**config.mk**
```make
export PLATFORM = sky130hd
export DESIGN_NAME = lsu_port
export DESIGN_NICKNAME = d
export VERILOG_FILES = /design/src/rtl/lsu_port.sv
export SDC_FILE = /design/constraint.sdc
export NUM_CORES = 1
export LEC_CHECK = 0
export BUFFER_PORTS_ARGS = -buffer_cell sky130_fd_sc_hd__buf_2
export CELL_PAD_IN_SITES_DETAIL_PLACEMENT = 1
export CELL_PAD_IN_SITES_GLOBAL_PLACEMENT = 2
export CORE_ASPECT_RATIO = 1.2
export CORE_MARGIN = 4
export CORE_UTILIZATION = 27
export DETAILED_ROUTE_END_ITERATION = 16
export GPL_ROUTABILITY_DRIVEN = 0
export HOLD_SLACK_MARGIN = 0.05
export PLACE_DENSITY = 0.95
export SLEW_MARGIN = 0
export SYNTH_ARGS = -nofsm -noshare
export SYNTH_HDL_FRONTEND = slang
export SYNTH_SLANG_ARGS = --single-unit
```
**constraint.sdc**
```tcl
create_clock -name clk -period 3.4 [get_ports clk]
set_input_delay 0.51 -clock clk [delete_from_list [all_inputs] [get_ports clk]]
set_output_delay 0.51 -clock clk [all_outputs]
set_load 0.005 [all_outputs]
```
**src/rtl/lsu_port.sv**
```systemverilog
// lsu_port: single-outstanding load/store initiator for one byte-addressed BRAM port.
// Checks alignment, drives the BRAM and returns an extended load result as a one-cycle response.
module lsu_port #(
    parameter int ADDR_W = 10,
    parameter int DATA_W = 32
) (
    input  logic              clk,
    input  logic              rst,
    input  logic              req_valid,
    output logic              req_ready,
    input  logic              req_we,
    input  logic [1:0]        req_size,
    input  logic              req_unsigned,
    input  logic [ADDR_W-1:0] req_addr,
    input  logic [DATA_W-1:0] req_wdata,
    output logic              resp_valid,
    output logic [DATA_W-1:0] resp_rdata,
    output logic              resp_fault,
    output logic              mem_wen,
    output logic              mem_b,
    output logic              mem_h,
    output logic              mem_u,
    output logic [ADDR_W-1:0] mem_addr,
    output logic [DATA_W-1:0] mem_din,
    input  logic [DATA_W-1:0] mem_dout
);
    typedef enum logic [1:0] {IDLE, ISSUE, WAIT, RESP} state_t;
    state_t state, next;
    logic we_q, uns_q;
    logic [1:0] size_q;
    logic [ADDR_W-1:0] addr_q;
    logic [DATA_W-1:0] wdata_q, ext;
    logic accept, fault;
    assign req_ready = (state == IDLE) && !rst;
    assign accept = req_valid && req_ready;
    assign fault = (req_size == 2'b11) || (req_size == 2'b01 && req_addr[0]) ||
                   (req_size == 2'b10 && req_addr[1:0] != 2'b00);
    always_comb begin
        next = state;
        next = state == IDLE  ? (accept ? (fault ? RESP : ISSUE) : IDLE) :
               state == ISSUE ? (we_q ? RESP : WAIT) :
               state == WAIT  ? RESP : IDLE;
    end
    always_comb begin
        ext = mem_dout;
        ext = size_q == 2'b00 ? (uns_q ? {24'b0, mem_dout[7:0]} : {{24{mem_dout[7]}}, mem_dout[7:0]}) :
              size_q == 2'b01 ? (uns_q ? {16'b0, mem_dout[15:0]} : {{16{mem_dout[15]}}, mem_dout[15:0]}) :
              mem_dout;
    end
    always_ff @(posedge clk) begin
        if (rst) begin
            state      <= IDLE;
            resp_valid <= 1'b0;
            resp_fault <= 1'b0;
            resp_rdata <= '0;
            we_q       <= 1'b0;
            uns_q      <= 1'b0;
            size_q     <= 2'b00;
            addr_q     <= '0;
            wdata_q    <= '0;
        end else begin
            state      <= next;
            resp_valid <= next == RESP;
            if (next == RESP) begin
                // Only a direct IDLE->RESP hop is a fault; only loads arrive from WAIT.
                resp_fault <= state == IDLE;
                resp_rdata <= state == WAIT ? ext : '0;
            end
            if (accept) begin
                we_q    <= req_we;
                uns_q   <= req_unsigned;
                size_q  <= req_size;
                addr_q  <= req_addr;
                wdata_q <= req_wdata;
            end
        end
    end
    // Gating with rst drops a store whose ISSUE cycle coincides with reset.
    assign mem_wen  = (state == ISSUE) && we_q && !rst;
    assign mem_b    = size_q == 2'b00;
    assign mem_h    = size_q == 2'b01;
    assign mem_u    = uns_q;
    assign mem_addr = addr_q;
    assign mem_din  = wdata_q;
endmodule

```
=== Word level (Yosys, flattened, before mapping) ===
Index checks and enable logic that the tools add are counted.

* Bits of input ports: 81
* Register bits: 82
* Output and inout bits: 81
* Logic and storage cells: 39

* Equality and inequality tests: 7
* Mux-type cells: 11
* Reduce and logical (&&, ||, !) cells: 12

{| class="wikitable"
|+ Operators with widths
! operator !! number
|-
| $mux 32 || 5
|-
| $mux 2 || 5
|-
| $eq 2x2->1 const B || 4
|-
| $eq 2x1->1 const B || 3
|-
| $logic_and 1x1->1 || 6
|-
| $logic_not 2->1 || 2
|-
| $logic_or 1x1->1 || 2
|-
| $reduce_bool 2->1 || 1
|-
| $logic_not 1->1 || 1
|-
| $mux 1 || 1
|}

=== Logic depth before layout (Yosys ltp) ===
Gate-level depths: netlist of the first run.

* Word-level depth: 8
* Mapped depth: 8
* Depth with buffers taken out: 6

=== Least setup slack after synthesis of the first run ===
No wires, ideal clock.

* Kind: register to register
* Start point: register state[0]
* End point: register resp_rdata[10]
* Data required time: 3.284 ns
* Buffers on the path: 1
* Path slack: 1.819 ns
* Library setup time: 0.116 ns
* Stages on the path, launching flop included: 8
* Period minus slack after synthesis: 1.581 ns
* Arrival: 1.466 ns
* Cell sequence: dfxtp_1 -> inv_1 -> ha_1 -> nand3b_4 -> o32ai_4 -> buf_6 -> nor3b_1 -> a31o_1

* Word-level cells in the longest chain between the ends: 6
* Elaborated cells on any way between the ends: 11
* Classes of those cells: 3 x eq/ne; 5 x mux; 3 x reduce/logical

{| class="wikitable"
|+ RTL lines
! item !! line !! text
|-
| start: declaration || 28 || <nowiki>state_t state, next;</nowiki>
|-
| start signal: assignment || 62 || <nowiki>state <= next;</nowiki>
|-
| $logic_not 2->1 || 34, 40 ||
|-
| $logic_and 1x1->1 || 34 || <nowiki>assign req_ready = (state == IDLE) && !rst;</nowiki>
|-
| $logic_and 1x1->1 || 35 || <nowiki>assign accept = req_valid && req_ready;</nowiki>
|-
| $mux 2 (2 in a row) || 40 || <nowiki>next = state == IDLE ? (accept ? (fault ? RESP : ISSUE) : IDLE) :</nowiki>
|-
| $eq 2x2->1 || 64 || <nowiki>if (next == RESP) begin</nowiki>
|-
| end signal: assignment || 67 || <nowiki>resp_rdata <= state == WAIT ? ext : '0;</nowiki>
|-
| end: declaration || 17 || <nowiki>output logic [DATA_W-1:0] resp_rdata,</nowiki>
|}

Several ways; a longest one is shown, not always the timed one.
A chain may end at the register's enable or synchronous reset.

=== Worst setup path in the final report of the first run ===
Ends and elaborated chain as after synthesis.

==> results.json, run 1 <==
{
  "outcome": "complete, no violations",
  "r2r-start": "state[0]",
  "max_freq_ghz": 0.482,
  "finalSetupTns_ps": 0,
  "grt_first_pass_wirelength_um": 15800,
  "clkLatencyLatePin_ps": 320,
  "routedWlPerCell_um": 14.0,
  "hpwl_um": 7440,
  "die_y_um": 130,
  "power.share.clock_pct": 38.7,
  "finalSetupViolations": 0,
  "fp.dieW_um": 110,
  "layout-drive-gt1-share_pct": 35.1,
  "start_kind": "flop",
  "synth-seq-cells": 82,
  "tightest_slew_ps": 768,
  "p_seq_share_pct": 49.0,
  "critical_path_arrival_ps": 2290,
  "initial_core_util_pct": 27.7,
  "area_growth_pct": 33.9,
  "cts_buffers": 9,
  "hold_buffers": 0,
  "drt_drc_violations_left": 0,
  "synth_common_cells": "dfxtp_1 (82), nand2_1 (73), nand2b_1 (64)",
  "swShare_pct": 24.2,
  "internal_power_w": 0.00162,
  "synthMostInstantiatedCell": "dfxtp_1",
  "synth_edf_count": 0,
  "rsz0062_at_grt": "no",
  "final_antenna_net_count": 0,
  "portBuffers": 161,
  "path_max_fanout": 40,
  "io_pins": 162,
  "clk_pin_slew_ps": 60,
  "holdPathStages": 3,
  "grt_max_degree": 63,
  "relSlewSlack_pct": 48.7,
  "ys_seq_area_share_pct": 48.8,
  "synth_top_area_share_pct": 48.8,
  "rr_endpoint": "resp_rdata[10]",
  "hold_class": "in -> reg",
  "yosys_warnings": 0,
  "overflow": 0,
  "synth_area_leader_cell": "dfxtp_1",
  "synth_cell_type_count": 30,
  "cts.sinks": 82,
  "rows": 44,
  "die_area_um2": 14300,
  "crit_required_ps": 3620,
  "p_switching_w": 0.000517,
  "critPathKind": "reg -> reg",
  "regToRegSetupSlack_ps": 1330,
  "fp.coreArea_um2": 12200,
  "peakVddDrop_mv": 0.171,
  "maxSlewViolCount": 0,
  "power_density_nw_per_um2": 474,
  "rr_worst_depth": 7,
  "p_leak_nw": 1.95,
  "fin_crit_ps": 2070,
  "p_total_w": 0.00214,
  "dr.pass1.iters": 4,
  "syn-cell-area_um2": 3370,
  "clock_skew_ps": 4.00,
  "grt_pass1_vias": 3276,
  "hold_path.startpoint": "req_wdata[19]",
  "dr.first_iter.drc_count": 104,
  "track_usage_pct": 13.9,
  "nets": 626,
  "maxCapViolations": 0,
  "syn_inst": 396,
  "p_comb_share_pct": 12.3,
  "htree_levels": 3,
  "setup_ws_ps": 1330,
  "final_hold_viol_count": 0,
  "synth_nets": 480,
  "hold_path_end": "mem_din[19]",
  "setup.worst_path.end_class": "flop",
  "num_antenna_cells": 0,
  "async_reset_ff_share_pct": 0,
  "root_buffer": "clkbuf_16",
  "dp_slack_ps": 1200,
  "cts_setup_buffers": 0,
  "antenna_found_initial": 0,
  "ys_top_cells_by_area": "dfxtp_1 (49%), nand2b_1 (12%), nand2_1 (8.1%), o21ai_0 (6.8%), a21oi_1 (4.0%)",
  "fin_crit_sh_pct": 61.0,
  "cts_resized": 0,
  "clockBufferDepth": 2,
  "ys.flop_type": "dfxtp_1",
  "syn_avg_cell_area_um2": 8.50,
  "vias_per_cell": 4.51,
  "cts_tree": "built",
  "vias": 3179,
  "totalWireLength_um": 9840
}
## cells by family after synthesis
group / count (synthesis) / share of synthesized area, %
compound gates: 87 / 15.0
fa+ha+maj: 3 / 1.12
buf+inv: 34 / 5.17
flops: 82 / 48.8
mux: 2 / 0.706
simple gates: 188 / 29.2
## power by group through the flow
stage                     registers [W]  clock network [W]  logic, W
after detailed placement        0.00107                  0  0.000269
after floorplan                 0.00106                  0  0.000141
final                           0.00105           0.000827  0.000263
after global placement          0.00107                  0  0.000260
after global routing            0.00105           0.000916  0.000297
after CTS                       0.00105           0.000869  0.000270
## worst max-delay path by stage
stage          startpoint              to  slack (ps)  depth (start not counted)
3_3_place_gp          rst     mem_din[14]        1290                          5
4_1_cts          state[0]  resp_rdata[10]        1260                          7
2_1_floorplan    state[0]  resp_rdata[10]        1820                          7
6_report         state[0]  resp_rdata[10]        1330                          7
3_5_place_dp          rst     mem_din[11]        1200                          5
5_1_grt          state[0]   resp_rdata[0]        1120                          6
## per-stage QoR
| step | std cells | hold WS, ps | utilization, % | instance area, um2 |
|---|---|---|---|---|
| after detailed placement | 692 | 444 | 35.0 | 4260 |
| after CTS | 705 | 365 | 37.0 | 4510 |
| after floorplan | 396 | 448 | - | 3370 |
| final | 705 | 383 | 37.0 | 4510 |
| after global placement | 692 | 436 | 35.0 | 4260 |
| after global routing | 705 | 374 | 37.0 | 4510 |
## cell usage in the layout, fill, tap and decap left out
cell type / n
a21oi_1: 27
ha_1: 3
o32a_2: 1
buf_2: 161
and3b_1: 1
a31o_1: 8
or2_2: 8
clkbuf_1: 3
nand3b_4: 1
nor2_2: 1
o21a_1: 1
nor3b_1: 8
or3_1: 1
mux2i_1: 1
o21ai_2: 1
nand3_1: 24
o21ai_1: 1
inv_1: 4
nand2_1: 73
o32ai_4: 1
mux2i_2: 1
nor2_4: 1
buf_4: 3
nor2b_1: 2
nor3_2: 1
nor2_1: 3
o21ai_0: 46
nand2b_1: 64
clkbuf_16: 9
o32a_1: 1
buf_12: 1
clkinv_2: 1
dfxtp_1: 82
## per-layer routing
layer  up-vias  GRT usage (%)  wire (um)
met4         0           4.33        125
met1      1455           16.4       4170
met3        10           5.00        917
li1       1596              -          -
met5         -              0          0
met2       118           23.4       4630
## sequential cells by signal, summed over array words and instances, names as in the netlist
name,cells
mem_din,32
mem_addr,10
size_q,2
resp_valid,1
we_q,1
resp_rdata,32
state,2
mem_u,1
resp_fault,1
## cell type report
class / instances / area [um2]
clock buffers: 12 / 236
clock inverters: 1 / 5.00
fillers: 1506 / 7660
inverters: 4 / 15.0
multi-input cells: 280 / 1560
flip-flops and latches: 82 / 1640
well taps: 161 / 201
repair buffers: 165 / 848
## worst max-delay path, stage by stage, from the launching register on
cell and delay (ps):
dfxtp_1 310, inv_1 80, ha_1 470, mux2i_2 220, o32ai_4 160, buf_4 410
nor3b_1 100, a31o_1 200
Power figures use the tool's default switching activity.
==> run 2: changes to the inputs <==
- CORE_UTILIZATION: 27 -> 22
- PLACE_DENSITY: 0.95 -> 0.84
- clock period: 3.4 -> 1.7 ns (I/O delays scaled with it)
==> run 2 against run 1 <==
Net effect:
- the flow now finishes with violations (negative setup slack)
- sequential power rose by 98%
- register-to-register slack got worse by 1400 ps
- largest power group unchanged
- clock power rose by 140%
- power rose by 120%
- largest cell class is now multi-input combinational cells
- hold slack got worse by 270 ps
- via count rose by 5.4%
- die area rose by 21%
- non-clock buffer count rose by 17
==> results.json, run 2 (synthesis gave the netlist of run 1 again) <==
{
  "outcome": "finished, violations left",
  "violations": "negative setup slack",
  "finalSetupViolations": 1,
  "hold_class": "in -> reg",
  "seq_area_um2": 1650,
  "grt_pass1_vias": 3493,
  "setup_ws_ps": -54.6,
  "layout-drive-gt1-share_pct": 44.9,
  "setup.worst_path.end_class": "flop",
  "holdWs_ps": 111,
  "slowest_delay_ps": 390,
  "cts_tree": "built",
  "fin_crit_ps": 1750,
  "max_freq_ghz": 0.570,
  "path_max_fanout": 4,
  "io_pins": 162,
  "drt_drc_violations_left": 0,
  "layout_commonest_cell": "buf_2",
  "multi_input_area_um2": 1790,
  "p_leak_nw": 2.13,
  "nets": 643,
  "rsz0062_at_grt": "yes",
  "critPathSlowestCell": "o32ai_4",
  "fin_crit_sh_pct": 103,
  "cts_buffers": 9,
  "initial_core_util_pct": 22.4,
  "grt_max_degree": 86,
  "clock_skew_ps": 3.53,
  "die_area_um2": 17400,
  "final_area_um2": 5110,
  "die_y_um": 143,
  "critical_path_arrival_ps": 2010,
  "final_antenna_net_count": 0,
  "overflow": 0,
  "track_usage_pct": 12.4,
  "peakVddDrop_mv": 0.441,
  "path_cells": "inv_4 -> ha_4 -> nand3b_4 -> o32ai_4 -> clkbuf_16 -> buf_8 -> nand3_2 -> a21oi_1",
  "htree_levels": 3,
  "relSlewSlack_pct": 69.9,
  "grt_first_pass_wirelength_um": 17200,
  "portBuffers": 161,
  "clockBufferDepth": 2,
  "tightest_slew_ps": 449,
  "totalWireLength_um": 11500,
  "crit_required_ps": 1950,
  "cts.sinks": 82,
  "vias": 3351,
  "fp.dieW_um": 121,
  "final_hold_viol_count": 0,
  "dp_slack_ps": -103,
  "root_buffer": "clkbuf_16",
  "start_kind": "flop",
  "area_growth_pct": 52.0,
  "clkLatencyLatePin_ps": 340,
  "dr.pass1.iters": 4,
  "most-common-layout-cells": "buf_2 (161), dfxtp_1 (80), nand2_1 (73), nand2b_1 (63), o21ai_0 (46)",
  "maxSlewViolCount": 0,
  "dr.first_iter.drc_count": 167,
  "rows": 49,
  "placedInstanceArea_um2": 4400,
  "critPathKind": "reg -> reg",
  "antenna_found_initial": 1,
  "clk_pin_slew_ps": 60,
  "hpwl_um": 7860,
  "fillerInstances": 1785,
  "fp.coreArea_um2": 15000,
  "maxCapViolations": 0,
  "routedWlPerCell_um": 14.9,
  "power_density_nw_per_um2": 928,
  "vias_per_cell": 4.36
}
## run 2: layout make-up
cell class	count	share of cell area (%)
Timing Repair Buffer	182	21.5
Clock inverter	4	1.00
Tap cell	204	4.99
Sequential cell	82	32.2
Clock buffer	11	4.94
Inverter	4	0.391
Antenna cell	1	0.0489
Multi-Input combinational cell	280	34.9
## run 2: power by group
group | internal [W] | total, W | switching [W]
clock | 0.00121 | 0.00199 | 0.000779
sequential | 0.00202 | 0.00208 | 0.0000586
combinational | 0.000331 | 0.000674 | 0.000343
total | 0.00356 | 0.00475 | 0.00118
## run 2: worst max-delay path: cells and delay by family, from the launching register on
kind	cells	cell delay [ps]
compound gates	2	560
buf+inv	3	420
flops	1	360
simple gates	2	170
fa+ha+maj	1	150
## run 2: worst paths after layout
check	cells after the start	endpoint	slack, ps	from
setup / recovery	8	resp_rdata[4]	-50	state[0]
hold / removal	3	mem_din[16]	110	req_wdata[16]
setup reg to reg	8	resp_rdata[4]	-50	state[0]
hold reg to reg	2	resp_rdata[7]	450	resp_rdata[7]
## run 2: per-layer routing
metal  up-vias  track usage (%)  share of wire, %
li1       1642                -                 -
met1      1571             14.5                41
met2       122             21.0                50
met3        14             3.62               6.9
met4         2             5.55               1.6
met5         -                0              0.11
## run 2: stage by stage
stage / power [W] / utilization, % / instances / TNS, ps
floorplan: 0.00241 / - / 396 / 0
global placement: 0.00268 / 29.3 / 742 / 0
detailed placement: 0.00270 / 29.3 / 742 / -1850
CTS: 0.00475 / 31.5 / 757 / -87.1
global route: 0.00499 / 34.0 / 767 / -1290
finish: 0.00475 / 34.1 / 768 / -54.6
## run 2: timing repair
action | in CTS | in global routing
gates resized for setup | 5 | 58
cloned | 0 | 3
setup endpoints to repair | 34 | 44
hold buffers | 0 | 0
buffers inserted | 0 | 7
pin swaps | 0 | 27
